## src/rtl/imem_loader_pkg.sv

```systemverilog
// ---------------------------------------------------------------------------
// imem_loader_pkg
// Shared definitions for the instruction-memory loader.
//   state_e          : loader FSM states (IDLE, LOAD, WRITE, DONE)
//   BYTES_PER_WORD   : bytes assembled into one instruction word
//   BYTE_CNT_WIDTH   : width of the byte counter inside the assembler
//   INDEX_WIDTH      : word index / word count width (256 must fit)
//   word_to_byte_offset : converts a word index into a byte offset
// ---------------------------------------------------------------------------
package imem_loader_pkg;

  typedef enum logic [1:0] {
    IDLE  = 2'd0,
    LOAD  = 2'd1,
    WRITE = 2'd2,
    DONE  = 2'd3
  } state_e;

  localparam int BYTES_PER_WORD = 4;
  localparam int BYTE_CNT_WIDTH = 2;
  localparam int WORD_WIDTH     = BYTES_PER_WORD * 8;
  localparam int INDEX_WIDTH    = 9;

  localparam logic [BYTE_CNT_WIDTH-1:0] LAST_BYTE = BYTE_CNT_WIDTH'(BYTES_PER_WORD - 1);

  function automatic logic [INDEX_WIDTH+1:0] word_to_byte_offset(
    input logic [INDEX_WIDTH-1:0] idx
  );
    return {idx, 2'b00};
  endfunction

endpackage

```

## src/rtl/imem_loader_byte_assembler.sv

```systemverilog
// ---------------------------------------------------------------------------
// imem_loader_byte_assembler
// Collects a big-endian byte stream into 32-bit words. Each accepted byte is
// shifted in at the bottom, so after four shifts the first byte sits in
// [31:24].
// Ports:
//   clk, reset    : system clock, async active-high reset
//   clear_i       : drop any partial word and restart the byte counter
//   shift_en_i    : accept byte_i this cycle
//   byte_i        : incoming byte
//   last_byte_o   : the next accepted byte completes a word
//   word_o        : shift register contents
//   word_full_o   : word_o currently holds four freshly assembled bytes
// ---------------------------------------------------------------------------
module imem_loader_byte_assembler
  import imem_loader_pkg::*;
(
  input  logic                  clk,
  input  logic                  reset,
  input  logic                  clear_i,
  input  logic                  shift_en_i,
  input  logic [7:0]            byte_i,
  output logic                  last_byte_o,
  output logic [WORD_WIDTH-1:0] word_o,
  output logic                  word_full_o
);

  logic [WORD_WIDTH-1:0]     shreg_q;
  logic [BYTE_CNT_WIDTH-1:0] cnt_q;
  logic                      full_q;

  // The counter wraps from 3 back to 0 on its own, so consecutive words need
  // no explicit clear; full_q marks the cycle(s) after a completed word until
  // the next byte starts overwriting it.
  always_ff @(posedge clk or posedge reset) begin
    if (reset) begin
      shreg_q <= '0;
      cnt_q   <= '0;
      full_q  <= 1'b0;
    end else if (clear_i) begin
      shreg_q <= '0;
      cnt_q   <= '0;
      full_q  <= 1'b0;
    end else if (shift_en_i) begin
      shreg_q <= {shreg_q[WORD_WIDTH-9:0], byte_i};
      cnt_q   <= cnt_q + 1'b1;
      full_q  <= (cnt_q == LAST_BYTE);
    end
  end

  assign last_byte_o = (cnt_q == LAST_BYTE);
  assign word_o      = shreg_q;
  assign word_full_o = full_q;

endmodule

```

## src/rtl/imem_loader.sv

```systemverilog
// ---------------------------------------------------------------------------
// imem_loader
// Loads a stream of instruction bytes into an external instruction store.
// A session is started with a one-cycle start pulse; bytes are assembled
// big-endian into words which are written at base + 4*index.
// Ports:
//   clk, reset         : system clock, async active-high reset
//   start              : begin a session (ignored while busy)
//   base_addr          : byte address of first word (low 2 bits dropped)
//   word_count         : number of words in the session (0..511)
//   byte_valid/data    : byte source, accepted when byte_ready is high
//   byte_ready         : loader takes a byte this cycle
//   wr_en/addr/data    : write port to the instruction store
//   busy               : session in progress
//   done               : one-cycle pulse on successful completion
//   error              : sticky overflow flag, cleared by the next start
// ---------------------------------------------------------------------------
module imem_loader
  import imem_loader_pkg::*;
#(
  parameter int ADDR_WIDTH  = 32,
  parameter int DATA_WIDTH  = 32,
  parameter int CACHE_DEPTH = 256
) (
  input  logic                   clk,
  input  logic                   reset,
  input  logic                   start,
  input  logic [ADDR_WIDTH-1:0]  base_addr,
  input  logic [INDEX_WIDTH-1:0] word_count,
  input  logic                   byte_valid,
  input  logic [7:0]             byte_data,
  output logic                   byte_ready,
  output logic                   wr_en,
  output logic [ADDR_WIDTH-1:0]  wr_addr,
  output logic [DATA_WIDTH-1:0]  wr_data,
  output logic                   busy,
  output logic                   done,
  output logic                   error
);

  localparam logic [ADDR_WIDTH:0] DEPTH_LIMIT = (ADDR_WIDTH+1)'(CACHE_DEPTH);

  state_e                 state_q, state_d;
  logic [ADDR_WIDTH-1:0]  base_q;
  logic [INDEX_WIDTH-1:0] count_q;
  logic [INDEX_WIDTH-1:0] index_q;
  logic                   error_q;
  logic [ADDR_WIDTH-1:0]  wr_addr_q;
  logic [DATA_WIDTH-1:0]  wr_data_q;

  logic                   startAccept;
  logic                   byteAccept;
  logic                   lastByte;
  logic                   wordFull;
  logic [WORD_WIDTH-1:0]  asmWord;
  logic [INDEX_WIDTH-1:0] indexNext;
  logic [ADDR_WIDTH:0]    wordNum;
  logic                   overflow;
  logic [ADDR_WIDTH-1:0]  addrNow;

  assign startAccept = (state_q == IDLE) && start;
  assign byteAccept  = byte_ready && byte_valid;
  assign indexNext   = index_q + 1'b1;
  assign addrNow     = base_q + ADDR_WIDTH'(word_to_byte_offset(index_q));

  // Word position in the store, computed one bit wider than the address so a
  // base near the top of the address space cannot wrap below the limit.
  assign wordNum  = (ADDR_WIDTH+1)'(base_q[ADDR_WIDTH-1:2]) + (ADDR_WIDTH+1)'(index_q);
  assign overflow = (wordNum >= DEPTH_LIMIT);

  imem_loader_byte_assembler byte_assembler (
    .clk         (clk),
    .reset       (reset),
    .clear_i     (startAccept),
    .shift_en_i  (byteAccept),
    .byte_i      (byte_data),
    .last_byte_o (lastByte),
    .word_o      (asmWord),
    .word_full_o (wordFull)
  );

  always_ff @(posedge clk or posedge reset) begin
    if (reset) begin
      state_q <= IDLE;
    end else begin
      state_q <= state_d;
    end
  end

  always_comb begin
    state_d = state_q;
    unique case (state_q)
      IDLE: begin
        if (start) begin
          state_d = (word_count == '0) ? DONE : LOAD;
        end
      end
      LOAD: begin
        if (byteAccept && lastByte) begin
          state_d = WRITE;
        end
      end
      WRITE: begin
        if (overflow) begin
          state_d = IDLE;
        end else if (indexNext == count_q) begin
          state_d = DONE;
        end else begin
          state_d = LOAD;
        end
      end
      DONE: begin
        state_d = IDLE;
      end
    endcase
  end

  always_comb begin
    byte_ready = 1'b0;
    busy       = 1'b0;
    done       = 1'b0;
    wr_en      = 1'b0;
    unique case (state_q)
      IDLE: begin
      end
      LOAD: begin
        byte_ready = 1'b1;
        busy       = 1'b1;
      end
      WRITE: begin
        busy  = 1'b1;
        wr_en = wordFull && !overflow;
      end
      DONE: begin
        busy = 1'b1;
        done = 1'b1;
      end
    endcase
  end

  // Session registers: base is word-aligned at capture, the index only
  // advances on a successful write so an overflow leaves it pointing at the
  // word that was refused.
  always_ff @(posedge clk or posedge reset) begin
    if (reset) begin
      base_q  <= '0;
      count_q <= '0;
      index_q <= '0;
      error_q <= 1'b0;
    end else if (startAccept) begin
      base_q  <= base_addr & ~ADDR_WIDTH'(3);
      count_q <= word_count;
      index_q <= '0;
      error_q <= 1'b0;
    end else if (state_q == WRITE) begin
      if (overflow) begin
        error_q <= 1'b1;
      end else begin
        index_q <= indexNext;
      end
    end
  end

  // The write port shows the live word while wr_en is high and the last
  // written values afterwards.
  always_ff @(posedge clk or posedge reset) begin
    if (reset) begin
      wr_addr_q <= '0;
      wr_data_q <= '0;
    end else if (wr_en) begin
      wr_addr_q <= addrNow;
      wr_data_q <= DATA_WIDTH'(asmWord);
    end
  end

  assign wr_addr = wr_en ? addrNow : wr_addr_q;
  assign wr_data = wr_en ? DATA_WIDTH'(asmWord) : wr_data_q;
  assign error   = error_q;

endmodule

```

## config.mk

```make
export PLATFORM = sky130hd
export DESIGN_NAME = imem_loader
export DESIGN_NICKNAME = d
export VERILOG_FILES = /design/src/rtl/imem_loader_pkg.sv /design/src/rtl/imem_loader_byte_assembler.sv /design/src/rtl/imem_loader.sv
export SDC_FILE = /design/constraint.sdc
export NUM_CORES = 1
export LEC_CHECK = 0
export CAP_MARGIN = 10
export CORE_MARGIN = 1
export CORE_UTILIZATION = 55
export CTS_BUF_LIST = sky130_fd_sc_hd__clkbuf_8
export DETAILED_ROUTE_END_ITERATION = 10
export GPL_ROUTABILITY_DRIVEN = 0
export PLACE_DENSITY = 0.87
export RECOVER_POWER = 50
export SLEW_MARGIN = 10
export SYNTH_ARGS = -nofsm -noshare
export SYNTH_HDL_FRONTEND = slang
export SYNTH_SLANG_ARGS = --single-unit
export TNS_END_PERCENT = 20
```

## constraint.sdc

```tcl
create_clock -name clk -period 7.1 [get_ports clk]
set_clock_uncertainty 0.2 [all_clocks]
set_input_delay 1.065 -clock clk [delete_from_list [all_inputs] [get_ports clk]]
set_output_delay 1.065 -clock clk [all_outputs]
set_load 0.02 [all_outputs]
```

# Word level (Yosys, flattened, before mapping)
# Index checks and enable logic that the tools add are counted.
[classes]
add_sub_neg = 4
n_lt_le_gt_ge = 1
eq_ne = 8
mux = 24
reduce_logical = 14
[ops]
columns = ["cell", "n"]
rows = [
  ["$mux 32", 4],
  ["$add 32x11->32", 1],
  ["$add 30x9->31", 1],
  ["$ge 31x9->1 const B", 1],
  ["$mux 9", 3],
  ["$mux 2", 7],
  ["$add 9x1->9 const B", 1],
  ["$eq 9x9->1", 1],
  ["$logic_not 9->1", 1],
  ["$mux 1", 9],
  ["$pmux 2 s4", 1],
  ["$eq 2x2->1 const B", 3],
  ["$reduce_and 2->1", 3],
  ["$reduce_bool 2->1", 3],
  ["$logic_and 1x1->1", 4],
  ["$ne 2x2->1 const B", 2],
  ["$reduce_or 3->1", 1],
  ["$add 2x1->2 const B", 1],
  ["$eq 2x1->1 const B", 1],
  ["$logic_not 2->1", 1],
  ["$ne 2x1->1 const B", 1],
  ["$logic_not 1->1", 1],
]
[totals]
regBits = 150
input_bits = 53
word_cells = 61

# Depth between registers and ports, before layout
# Gate-level depths: netlist (run 1).
[depth]
word_depth = 6
mapped_depth = 12
mapped_depth_nobuf = 10

# By module
# A second synthesis (run 1) with hierarchy kept.
[unflattened]
hier_cells = 663
area_unflattened_um2 = 7138.1
[by_module_without_submodules]
columns = ["module", "n_inst", "cells_per_inst", "area_per_inst_um2", "seq_area_each_um2"]
rows = [
  ["imem_loader", 1, 548, 5674.2, 2877.8],
  ["imem_loader_byte_assembler", 1, 115, 1463.9, 875.8],
]

# Worst setup path before layout (run 1)
# OpenSTA, ideal clock, no wires.
[synth_path]
kind = "register to output"
start = "reg index_q[0]"
end = "out wr_addr[2]"
arrival_time_ps = 3106
required_time_ps = 5835
path_slack_ps = 2729
path_stages_with_launch = 12
path_buffers = 1
path_cell_list = "dfrtp_1 ha_1 fa_1 a211oi_1 o21ai_0 o31ai_1 xnor2_1 nor3_1 and4b_1 nand4_4 buf_6 mux2_4"
[synth_between]
elab_chain_cells = 6
elab_cells_between_ends = 7
cone_classes = "add/sub (2); order compare (1); mux (2); reduce/logical (2)"
[synth_rtl]
columns = ["item", "line_no", "text"]
rows = [
  ["start, declared", "imem_loader.sv:46", "logic [INDEX_WIDTH-1:0] index_q;"],
  ["start signal, assigned", "imem_loader.sv:159", "index_q <= indexNext;"],
  ["$add 30x9->31", "imem_loader.sv:68", "assign wordNum = (ADDR_WIDTH+1)'(base_q[ADDR_WIDTH-1:2]) + (ADDR_WIDTH+1)'(index_q);"],
  ["$ge 31x9->1", "imem_loader.sv:69", "assign overflow = (wordNum >= DEPTH_LIMIT);"],
  ["$logic_not 1->1", "imem_loader.sv:132", "wr_en = wordFull && !overflow;"],
  ["$logic_and 1x1->1", "imem_loader.sv:132", ""],
  ["$mux 1", "imem_loader.sv:123", "unique case (state_q)"],
  ["$mux 32 (*)", "imem_loader.sv:176", "assign wr_addr = wr_en ? addrNow : wr_addr_q;"],
  ["end, declared", "imem_loader.sv:34", "output logic [ADDR_WIDTH-1:0] wr_addr,"],
]
# Mark *: on every way between the ends. The rest lies on a longest branch, timed or not.

# Worst setup path after layout (run 1)
[layout_path]
start = "reg index_q[0]"
end = "out wr_data[2]"
[layout_between]
elab_chain_cells = 6
[layout_rtl]
columns = ["item", "line_no", "text"]
rows = [
  ["$add 30x9->31", "imem_loader.sv:68", ""],
  ["$ge 31x9->1", "imem_loader.sv:69", ""],
  ["$logic_not 1->1", "imem_loader.sv:132", ""],
  ["$logic_and 1x1->1", "imem_loader.sv:132", ""],
  ["$mux 1", "imem_loader.sv:123", ""],
  ["$mux 32", "n/a", ""],
  ["end, declared", "imem_loader.sv:35", "output logic [DATA_WIDTH-1:0] wr_data,"],
]
# No other way between the ends.

==> results of run 1 <==
==> sequential cells by signal (all words and copies together), names as in the netlist <==
register                    cells
byte_assembler.word_full_o      1
byte_assembler.cnt_q            2
byte_assembler.word_o          32
state_q                         2
wr_data_q                      32
error                           1
base_q                         30
index_q                         9
wr_addr_q                      32
count_q                         9
==> power breakdown <==
part	total, mW	switching [mW]	internal, mW
Sequential	1.28	0.226	1.06
Combinational	0.630	0.351	0.279
Clock	0.679	0.348	0.331
Total	2.59	0.924	1.67
==> stage by stage <==
step	utilization, %	total power, mW
4_1_cts	71.2	2.60
3_5_place_dp	67.8	1.91
5_1_grt	71.0	2.74
2_1_floorplan	-	1.69
6_report	71.0	2.59
3_3_place_gp	67.8	1.85
==> worst max-delay path: stages, from the launching register on <==
cell	delay (ps)
dfrtp_1	480
ha_1	260
fa_1	440
a211oi_1	410
o21ai_0	200
o31ai_1	290
xnor2_1	210
nor3_1	110
and4b_1	280
nand4_4	120
buf_4	690
mux2_2	440
clkdlybuf4s50_1	540
==> metal layers <==
metal / vias up / global-route usage [%] / routed length [µm]
met5: - / 0 / 0
met4: 0 / 11.7 / 496
met3: 54 / 8.45 / 1250
met2: 237 / 42.6 / 7620
met1: 2510 / 33.4 / 6690
li1: 2406 / - / -
==> layout make-up <==
type                    count  share of cell area, %
clock buffers              18                   2.88
inverters                   7                  0.320
well taps                 168                   2.44
flip-flops and latches    150                   43.6
clock inverters            14                   1.86
repair buffers            125                   14.2
multi-input cells         432                   34.7
==> Yosys cell counts (6+ instances only) <==
library cell | count | share of area [%]
dfrtp_1 | 150 | 54
nand2_1 | 139 | 7.6
mux2_4 | 36 | 7.8
a22o_1 | 32 | 4.1
and2_1 | 31 | 2.8
clkbuf_1 | 18 | 0.98
o21ai_0 | 17 | 1.2
xnor2_1 | 17 | 2.2
nand3_1 | 13 | 0.94
nor2_1 | 12 | 0.65
a21oi_1 | 11 | 0.80
ha_1 | 11 | 2.0
xor2_1 | 11 | 1.4
and3_1 | 8 | 0.73
mux2i_1 | 8 | 1.2
inv_1 | 7 | 0.38
nand4_1 | 7 | 0.64
nor2b_1 | 7 | 0.64
nor4_1 | 6 | 0.54
==> path summary, 6_finish.rpt <==
| check | startpoint | to | cells past startpoint |
|---|---|---|---|
| worst max-delay path | index_q[0] | wr_data[2] | 12 |
| worst min-delay path | wr_addr_q[16] | wr_addr_q[16] | 1 |
| worst max register to register | index_q[0] | wr_data_q[2] | 11 |
| worst min register to register | wr_addr_q[16] | wr_addr_q[16] | 1 |
| max in group asynchronous | reset | count_q[3] | 3 |
| min in group asynchronous | reset | base_q[27] | 2 |
==> cell families after synthesis <==
kind of cell	after synthesis	synth area share, %
compound gates	99	10.6
xor+xnor	28	3.56
fa+ha+maj	12	2.29
buf+inv	33	2.27
flops	150	54.5
mux	48	9.66
simple gates	245	17.2
==> impl_metrics.toml, run 1 <==
[run_status]
status = "finished, violations left"
violations = "DRC, capacitance limit, slew limit"

[grt]
grt.total_usage_pct = 26.7
grt_pass1_wl_mm = 26.6
globalRouteOverflowTotal = 0
grt_max_degree = 77
antenna_found_initial = 0
grt_pass1_vias = 5329

[floorplanning]
row_count = 40
core_um2 = 12100
die_area_um2 = 13000
fp.dieH_um = 114
initial_utilization_pct = 56.9
fp.dieW_um = 114
ios = 122

[sta]
slew_violations = 236
period_needed_ps = 6250
finalSetupTns_ps = 0
worst_pin_slew_ps = 3170
slew_headroom_pct = -112
hold_viol = 0
finalCritPeriodShare_pct = 88.1
rsz0062_at_grt = "false"
whs_ps = 285
setup_slack_ps = 845
setup-violations-final = 0
max_freq_mhz = 160

[logic_synthesis]
yosysSeqAreaShare_pct = 54.5
synth.distinct_cells = 55
synth-async-reset-ratio_pct = 100
synth-seq-cells = 150
syn_avg_cell_area_um2 = 11.2
synthFlopType = "dfrtp_1"
syn_nets = 680
synth-edff-count = 0
synth.cell_area_um2 = 6890
yosysWarningCount = 0
synth_cells = 615

[route]
first_iter_violations = 353
first_pass_iters = 9
routedWlPerCell_um = 17.6
postRouteAntennaNets = 0
route.detailed.drc = 1
routed_wl_mm = 16.1
vias_per_cell = 5.70
vias = 5207

[setup_path]
worst-setup-path-type = "register to output port"
critPathMaxFanout = 64
end_kind = "output port"
critPathArrivalTime_ps = 4990
rrSetupSlack_ps = 2790
cp-start-kind = "register"
required_ps = 5830

[placement]
dpl_worst_slack_ps = 1410
dp_cells = 882
port_buffers = 119
hpwl_mm = 10.8
postPlaceCellArea_um2 = 8220

[pwr]
powerDensity_nw_per_um2 = 301
p_leak_nw = 4.15
vdd_drop_max_v = 0.000217

[clock_tree]
cts_buffer_depth = 2
cts_resized = 0
numCtsBuffers = 17
cts_max_level = 4
hold_buffers = 0
cts.reportedPaths.clkPinSlew_ps = 90
clk_latency_ps = 460
cts_tree = "built"
cts_setup_buffers = 0
cts-root-buf = "clkbuf_8"
numClockSinks = 150

[final_layout]
layout_commonest_cell = "dfrtp_1"
stdcell_area_um2 = 8600
multiInputGateArea_um2 = 2980
layout.nets = 798
antenna_cells = 0
drive_gt1_share_pct = 11.0
layout_common_cells = "dfrtp_1 (150), nand2_1 (139), clkdlybuf4s50_1 (115)"
stdcell_count = 914
ff_latch_area_um2 = 3750
num-fill-cells = 882
area_growth_pct = 24.8

[flow_run]
maxCapViolations = 4

[min_path]
hold_class = "register to register"
No activity file was read; power rests on OpenSTA's default activity.
==> run 2, diff against run 1 <==
Settings changed: CORE_MARGIN 1 to unset, SKIP_CTS_REPAIR_TIMING set to 1.
==> results of run 2 <==
Final layout, timing and power as in run 1 (identical DEF).
==> run 3, diff against run 2 <==
Settings changed: HOLD_SLACK_MARGIN set to 0.05, SLEW_MARGIN 10 to 15.
==> results of run 3 <==
Final layout, timing and power as in run 1 (identical DEF).
